[src/rtl/shift_register_pkg.sv]
// Shared op codes, FSM state encoding and op classification for the universal shift register.
package shift_register_pkg;

  localparam logic [2:0] OP_HOLD = 3'b000;
  localparam logic [2:0] OP_LOAD = 3'b001;
  localparam logic [2:0] OP_SHL  = 3'b010;
  localparam logic [2:0] OP_SHR  = 3'b011;
  localparam logic [2:0] OP_ROL  = 3'b100;
  localparam logic [2:0] OP_ROR  = 3'b101;
  localparam logic [2:0] OP_ASR  = 3'b110;
  localparam logic [2:0] OP_CLR  = 3'b111;

  typedef enum logic {
    S_IDLE = 1'b0,
    S_RUN  = 1'b1
  } state_e;

  // Only shift/rotate ops produce a serial bit and may run as a multi-step sequence.
  function automatic logic is_shift_op(input logic [2:0] op);
    logic res;
    res = 1'b0;
    case (op)
      OP_SHL, OP_SHR, OP_ROL, OP_ROR, OP_ASR: res = 1'b1;
      default:                                res = 1'b0;
    endcase
    return res;
  endfunction

endpackage

[src/rtl/shift_unit.sv]
// Combinational one-step shifter. Non-shift ops pass q through; LOAD/CLR are resolved by the caller.
module shift_unit
  import shift_register_pkg::*;
#(
  parameter int unsigned WIDTH = 8
) (
  input  logic [WIDTH-1:0] q,
  input  logic [2:0]       op,
  input  logic             sin_l,
  input  logic             sin_r,
  output logic [WIDTH-1:0] q_next,
  output logic             sout
);

  always_comb begin
    q_next = q;
    sout   = 1'b0;
    unique case (op)
      OP_SHL: begin
        q_next = {q[WIDTH-2:0], sin_l};
        sout   = q[WIDTH-1];
      end
      OP_SHR: begin
        q_next = {sin_r, q[WIDTH-1:1]};
        sout   = q[0];
      end
      OP_ROL: begin
        q_next = {q[WIDTH-2:0], q[WIDTH-1]};
        sout   = q[WIDTH-1];
      end
      OP_ROR: begin
        q_next = {q[0], q[WIDTH-1:1]};
        sout   = q[0];
      end
      OP_ASR: begin
        q_next = {q[WIDTH-1], q[WIDTH-1:1]};
        sout   = q[0];
      end
      OP_HOLD, OP_LOAD, OP_CLR: begin
        q_next = q;
        sout   = 1'b0;
      end
    endcase
  end

endmodule

[src/rtl/shift_register_universal.sv]
// Universal shift register: direct single-step ops under en, or an N-step shift sequence
// launched by start with busy/done handshake.
module shift_register_universal
  import shift_register_pkg::*;
#(
  parameter int unsigned     WIDTH     = 8,
  parameter logic [WIDTH-1:0] RESET_VAL = '0,
  parameter int unsigned     CNT_W     = 4
) (
  input  logic             clk,
  input  logic             reset,
  input  logic             en,
  input  logic [2:0]       op,
  input  logic [WIDTH-1:0] d,
  input  logic             sin_l,
  input  logic             sin_r,
  input  logic             start,
  input  logic [CNT_W-1:0] count,
  output logic [WIDTH-1:0] q,
  output logic             ser_out,
  output logic             busy,
  output logic             done
);

  state_e             state_q, state_d;
  logic [CNT_W-1:0]   cnt_q, cnt_d;
  logic [2:0]         op_q, op_d;
  logic [WIDTH-1:0]   q_q, q_d;
  logic               ser_q, ser_d;
  logic               done_q, done_d;

  logic [2:0]         op_sel;
  logic [WIDTH-1:0]   sh_q;
  logic               sh_bit;
  logic [WIDTH-1:0]   direct_q;
  logic               direct_ser;

  // The single shifter serves the latched op while running and the live op while idle.
  assign op_sel = (state_q == S_RUN) ? op_q : op;

  shift_unit #(
    .WIDTH (WIDTH)
  ) u_shift_unit (
    .q      (q_q),
    .op     (op_sel),
    .sin_l  (sin_l),
    .sin_r  (sin_r),
    .q_next (sh_q),
    .sout   (sh_bit)
  );

  // Result of executing the live op once.
  always_comb begin
    direct_q   = q_q;
    direct_ser = ser_q;
    case (op)
      OP_HOLD: direct_q = q_q;
      OP_LOAD: direct_q = d;
      OP_CLR:  direct_q = '0;
      default: begin
        direct_q   = sh_q;
        direct_ser = sh_bit;
      end
    endcase
  end

  always_comb begin
    state_d = state_q;
    cnt_d   = cnt_q;
    op_d    = op_q;
    q_d     = q_q;
    ser_d   = ser_q;
    done_d  = 1'b0;

    unique case (state_q)
      S_IDLE: begin
        if (start) begin
          if (is_shift_op(op) && (count != '0)) begin
            op_d    = op;
            cnt_d   = count;
            state_d = S_RUN;
          end else begin
            // Zero-length shift sequences complete without touching q.
            if (!is_shift_op(op)) begin
              q_d   = direct_q;
              ser_d = direct_ser;
            end
            done_d = 1'b1;
          end
        end else if (en) begin
          q_d   = direct_q;
          ser_d = direct_ser;
        end
      end
      S_RUN: begin
        q_d   = sh_q;
        ser_d = sh_bit;
        cnt_d = cnt_q - CNT_W'(1);
        if (cnt_q == CNT_W'(1)) begin
          state_d = S_IDLE;
          done_d  = 1'b1;
        end
      end
    endcase
  end

  always_ff @(posedge clk) begin
    if (reset) begin
      state_q <= S_IDLE;
      cnt_q   <= '0;
      op_q    <= OP_HOLD;
      q_q     <= RESET_VAL;
      ser_q   <= 1'b0;
      done_q  <= 1'b0;
    end else begin
      state_q <= state_d;
      cnt_q   <= cnt_d;
      op_q    <= op_d;
      q_q     <= q_d;
      ser_q   <= ser_d;
      done_q  <= done_d;
    end
  end

  assign q       = q_q;
  assign ser_out = ser_q;
  assign busy    = (state_q == S_RUN);
  assign done    = done_q;

endmodule

[config.mk]
export PLATFORM = sky130hd
export DESIGN_NAME = shift_register_universal
export DESIGN_NICKNAME = d
export VERILOG_FILES = /design/src/rtl/shift_register_pkg.sv /design/src/rtl/shift_unit.sv /design/src/rtl/shift_register_universal.sv
export SDC_FILE = /design/constraint.sdc
export NUM_CORES = 1
export LEC_CHECK = 0
export BUFFER_PORTS_ARGS = -buffer_cell sky130_fd_sc_hd__buf_2
export CAP_MARGIN = 10
export CORE_MARGIN = 2
export CORE_UTILIZATION = 47
export DETAILED_ROUTE_END_ITERATION = 8
export MAX_ROUTING_LAYER = met4
export PLACE_DENSITY_LB_ADDON = 0.08
export SLEW_MARGIN = 0
export SYNTH_ARGS = -nofsm -noshare
export SYNTH_HDL_FRONTEND = slang
export SYNTH_SLANG_ARGS = --single-unit
[constraint.sdc]
create_clock -name clk -period 1.5 [get_ports clk]
set_clock_uncertainty 0.05 [all_clocks]
set_input_delay 0.075 -clock clk [delete_from_list [all_inputs] [get_ports clk]]
set_output_delay 0.075 -clock clk [all_outputs]
set_load 0.02 [all_outputs]
==> results.cfg, run 1 <==
[global_route]
grt.total_usage = 0.256
grt_pass1_wl_um = 6430
grt_pass1_vias = 1387
grt_max_degree = 20
overflow = 0
antenna_found_initial = 0

[route]
drt_drc_violations_left = 0
wl_per_cell_um = 15.8
avgViaCountPerCell = 5.98
dr.pass1.iters = 4
wl_um = 4000
drtIter0Drc = 85
ant_nets = 0
vias = 1514

[power]
power_uw = 1650
ir_worst_vdd_v = 0.000723
p_leak_uw = 0.000798
powerDensity_nw_per_um2 = 897

[synthesis]
muxShareOfSynthArea = 0.0808
avgSynthCellArea_um2 = 7.65
synthAdderAreaFrac = 0.0192
async_flop_share = 0
ys_seq_area_frac = 0.277
synth_compound_area_frac = 0.294
ys_seq_elements = 18
yosysWarnings = 0
yosys.area_share.simple = 0.232
netlist_area_um2 = 1300
synth_top_family_by_area = compound AO/OA/AOI/OAI gates
syn_inst = 170
synthFlopType = dfxtp_1
synth_edf_count = 0
synth-xor-area-share = 0.0414
synth.distinct_cells = 48
syn_nets = 193

[clock_network]
insertion_delay_ps = 310
cts_tree = yes
cts_made_buffers = 3
clock-sinks = 18
clock_tree.buffer_depth = 2
path_clk_slew_ps = 120
cts_root_buf = clkbuf_4
htree_levels = 1

[job]
cap_violations = 0

[floorplanning]
fp.dieH_um = 56.6
die_area_um2 = 3200
die_width_um = 56.6
rows = 19
coreArea_um2 = 2690
start_util = 0.484
io_pins = 32

[critical_path]
critPathArrivalTime_ps = 1890
cp_max_fo = 6
cpPeakStageDelay_ps = 460
start_kind = register
worst-setup-path-type = register to register
cp-end-kind = register
required_ps = 1630
worstPathCellList = mux2i_4, buf_12, xnor2_4, o21ai_1, a221oi_1, nor3_1
slowest_stage = dfxtp_4

[finish]
final_nets = 246
synthToLayoutAreaGrowth_pct = 41.6
diodes = 0
drive_above_1_share = 0.378

[placed_design]
place_congestion = 0.912
portBuffers = 31
dp_hpwl_um = 2670
dp_slack_ps = -180

[timing]
min_period_ps = 1760
rsz0062_at_grt = true
timing.final.crit_share = 1.17
max-slew-margin-rel = 0.737
worst_slew_pin_slew_ps = 395
report.final.slew_viol_count = 0
setup_viol = 10
hold_viol = 0
fmaxAchievable_mhz = 568
finalWorstSetupSlack_ps = -260

[run_status]
violations = setup timing
status = complete, but fails checks

[min_path]
hold_class = input pin to register
-- report_power, final --
| group | leakage (uW) | total, uW | internal (uW) | switching [uW] |
|---|---|---|---|---|
| clock network | 0.0000210 | 317 | 148 | 169 |
| registers | 0.000149 | 594 | 531 | 63.4 |
| logic | 0.000629 | 740 | 339 | 402 |
| total | 0.000798 | 1650 | 1020 | 634 |
-- metal layers --
| layer | track usage | wire [um] | vias to the layer above |
|---|---|---|---|
| met5 | - | 0 | - |
| met4 | 0.0578 | 14 | 0 |
| met3 | 0.0576 | 241 | 2 |
| met2 | 0.385 | 1840 | 57 |
| met1 | 0.352 | 1900 | 714 |
| li1 | - | - | 741 |
-- critical path, delay by kind of cell, from the launching register on --
kind	cells	cell delay [ps]
DFF	1	460
buffers and inverters	1	160
muxes	1	310
and+or+nand+nor	1	80
xor gates and xnor gates	1	140
AOI/OAI and AO/OA	2	420
-- cell usage in the layout, fill, tap and decap left out, types with 2 or more instances in the layout --
| master | netlist | routed |
|---|---|---|
| ha_1 | 2 | 2 |
| xor2_1 | 2 | 2 |
| nor2b_1 | 2 | 2 |
| dfxtp_1 | 18 | 17 |
| mux2i_1 | 6 | 4 |
| nand3_1 | 4 | 4 |
| mux2i_4 | 1 | 2 |
| buf_12 | 0 | 2 |
| a311oi_1 | 2 | 2 |
| mux2_4 | 0 | 2 |
| nor2_2 | 0 | 3 |
| o21ai_0 | 13 | 3 |
| a21oi_1 | 22 | 22 |
| a221oi_2 | 1 | 5 |
| and3_1 | 3 | 3 |
| nor3_1 | 8 | 6 |
| o211ai_1 | 2 | 2 |
| nand2_1 | 24 | 24 |
| inv_1 | 4 | 4 |
| o21ai_1 | 0 | 10 |
| nand2b_1 | 2 | 2 |
| xnor2_4 | 1 | 2 |
| nor3_2 | 0 | 2 |
| buf_2 | 4 | 31 |
| clkbuf_4 | 0 | 3 |
| nor2_1 | 15 | 11 |
| buf_4 | 2 | 20 |
-- worst paths after layout --
path             from  endpoint  slack (ps)  depth (start not counted)
max              busy      q[4]        -260                          6
min          count[3]  cnt_q[3]          10                          3
min reg2reg   op_q[2]   op_q[2]         450                          2
max reg2reg      busy      q[4]        -260                          6
-- sequential cells by signal, indices dropped and copies added (netlist names) --
name / flops
op_q: 3
ser_out: 1
cnt_q: 4
busy: 1
done: 1
q: 8
-- area by class of cell --
class	count	area, um^2
fill	229	846
timing repair buffer	56	382
tap	31	38.8
multi-input combinational	139	997
sequential	18	364
inverter	5	22.5
clock buffer	4	36.3
-- timing repair --
action	4_1_cts	5_1_grt
pin swaps	5	10
setup buffers	2	2
gates cloned	1	0
endpoints found under the hold margin	1	0
resized for setup	10	21
setup endpoints to repair	12	16
hold buffers	1	0
-- metrics by stage --
stage,instance area (um^2),hold WS [ps],util,std cells,TNS [ps]
3_5_place_dp,1630,326,0.607,243,-1300
5_1_grt,1840,44.9,0.685,253,-2670
4_1_cts,1740,21.8,0.649,251,-1370
6_report,1840,13.3,0.685,253,-1730
2_1_floorplan,1340,161,-,170,-1230
3_3_place_gp,1630,316,0.607,243,-981
-- synthesized netlist by cell type (2+ instances only) --
cell type	count	area, um^2
a21oi_1	22	110
a221oi_1	5	43.8
a311oi_1	2	17.5
and3_1	3	18.8
buf_2	4	20.0
buf_4	2	15.0
dfxtp_1	18	360
ha_1	2	25.0
inv_1	4	15.0
mux2_2	2	22.5
mux2i_1	6	60.1
nand2_1	24	90.1
nand2b_1	2	12.5
nand3_1	4	20.0
nor2_1	15	56.3
nor2b_1	2	12.5
nor3_1	8	40.0
o211ai_1	2	15.0
o21ai_0	13	65.1
xor2_1	2	17.5
-- logic make-up after synthesis --
kind of cell,count (synthesis)
and+or+nand+nor,65
AOI/OAI and AO/OA,58
DFF,18
buffers and inverters,14
muxes,9
xor gates and xnor gates,4
adders and majority gates,2
Note: power is estimated with default switching activity, not from simulation.
==> run 2, diff against run 1 <==
--- a/config.mk
+++ b/config.mk
@@ -7,8 +7,10 @@
 export LEC_CHECK = 0
 export BUFFER_PORTS_ARGS = -buffer_cell sky130_fd_sc_hd__buf_2
 export CAP_MARGIN = 10
+export CELL_PAD_IN_SITES_DETAIL_PLACEMENT = 1
+export CELL_PAD_IN_SITES_GLOBAL_PLACEMENT = 1
 export CORE_MARGIN = 2
-export CORE_UTILIZATION = 47
+export CORE_UTILIZATION = 34
 export DETAILED_ROUTE_END_ITERATION = 8
 export MAX_ROUTING_LAYER = met4
 export PLACE_DENSITY_LB_ADDON = 0.08
==> run 2 against run 1 <==
The flow still finishes with violations (setup timing). Final area up 0.34%. Critical path type unchanged. Final cell count increased by 5.9%. First-iteration DRC count is 7.1% higher. Sequential power about the same. Count of clock-buffer cells in the layout did not move. Core utilization down 18 points. Sequential share of layout area down 0.067 points. Non-clock buffer count is 2 lower. Sequential cell count unchanged. Clock power up 37%. Setup slack better by 54 ps.
==> results.cfg, run 2 (same netlist as run 1, synthesis figures left out) <==
[timing]
worst_slew_pin_slew_ps = 408
max-slew-margin-rel = 0.728
fmaxAchievable_mhz = 586
min_period_ps = 1710
finalWorstSetupSlack_ps = -206
rsz0062_at_grt = true
timing.final.crit_share = 1.14
whs_ps = 65.5
hold_viol = 0
report.final.slew_viol_count = 0
setup_viol = 16

[route]
avgViaCountPerCell = 5.78
dr_wl_met2_um = 2240
dr.pass1.iters = 4
wl_met3_um = 237
highest_layer = met4
drtIter0Drc = 91
drt_drc_violations_left = 0
wl_um = 4790
vias = 1549
wl_met1_um = 2270
ant_nets = 0
wl_per_cell_um = 17.9

[floorplanning]
start_util = 0.355
rows = 22
fp.dieH_um = 65.8
io_pins = 32
die_width_um = 65.8
coreArea_um2 = 3660
die_area_um2 = 4330

[critical_path]
critPathArrivalTime_ps = 1840
required_ps = 1630
start_kind = register
r2r_cells = 6
cp_max_fo = 7
worst-setup-path-type = register to register
cp-end-kind = register

[power]
p_leak_uw = 0.000787
p_comb_frac = 0.425
internal-power_uw = 1110
seq_power_share = 0.332
ir_worst_vdd_v = 0.000469
p_sw_uw = 682
clkPwrFrac = 0.242
switching_share = 0.381
powerDensity_nw_per_um2 = 970

[clock_network]
htree_levels = 1
cts_tree = yes
cts_root_buf = clkbuf_8
clock-sinks = 18
cts_hold_buf = 0
clock_tree.buffer_depth = 2
path_clk_slew_ps = 80
cts_made_buffers = 3
insertion_delay_ps = 260

[finish]
drive_above_1_share = 0.377
diodes = 0
synthToLayoutAreaGrowth_pct = 42.1
largest_reg_flops = 8
final_nets = 244
final_cell_mix = buf_2, nand2_1, a21oi_1, dfxtp_1, buf_4
layout_commonest_cell = buf_2
final_cells = 268

[global_route]
overflow = 0
grt.total_usage = 0.245
grt_pass1_vias = 1580
grt_pass1_wl_um = 7840
antenna_found_initial = 0
grt_max_degree = 20

[job]
cap_violations = 0

[run_status]
status = complete, but fails checks
violations = setup timing

[placed_design]
dp_hpwl_um = 3330
portBuffers = 31
place_congestion = 0.798
placed_cells = 260

[min_path]
hold_depth = 3
hold_class = input pin to register
## run 2: changes by cell type in the layout (fill, tap and decap cells not counted), sizes merged
cell,previous run,this run
buf,55,54
dlygate4sd3,1,0
clkinvlp,1,0
clkinv,0,1
## run 2: power groups by stage
stage,clock (uW),sequential [uW],combinational [uW]
after floorplan,0,625,388
after global placement,0,596,632
after detailed placement,0,602,652
after CTS,433,593,723
after global routing,456,604,830
final,434,596,762
## run 2: worst max-delay path, stage by stage (launching register included)
cell      delay (ps)
dfxtp_4          440
mux2i_4          320
buf_4            180
nor2_4            50
a31oi_1          190
nand2_1          110
a311oi_2         280
## run 2: area by class of cell
type | count | area, um^2
Clock buffer | 4 | 55.1
Fill cell | 454 | 1810
Inverter | 5 | 18.8
Multi-Input combinational cell | 139 | 981
Sequential cell | 18 | 364
Tap cell | 48 | 60.1
Timing Repair Buffer | 54 | 368
## run 2: per-layer routing
metal | up-vias | global-route usage
met4 | 0 | 0.0755
met2 | 46 | 0.379
li1 | 734 | -
met3 | 4 | 0.0324
met1 | 765 | 0.334
met5 | - | -
## run 2: final timing paths
kind	start	to	slack, ps
min	d[2]	q[2]	70
max reg2reg	busy	q[6]	-210
max	busy	q[6]	-210
min reg2reg	ser_out	ser_out	440
## run 2: timing repair
item                                    4_1_cts  5_1_grt
resized for setup                            17       11
pin swaps                                     8        4
endpoints found under the setup margin       16       16
gates cloned                                  1        0
buffers inserted                              3        0
## run 2: stage by stage
| step | utilization | TNS, ps | area [um^2] | power (uW) | setup WS [ps] |
|---|---|---|---|---|---|
| 4_1_cts | 0.495 | -1850 | 1810 | 1750 | -182 |
| 5_1_grt | 0.504 | -3610 | 1850 | 1890 | -317 |
| 3_3_place_gp | 0.451 | -1560 | 1650 | 1230 | -166 |
| 6_report | 0.504 | -2120 | 1850 | 1790 | -206 |
| 2_1_floorplan | - | -1230 | 1340 | 1010 | -161 |
| 3_5_place_dp | 0.451 | -2230 | 1650 | 1250 | -224 |
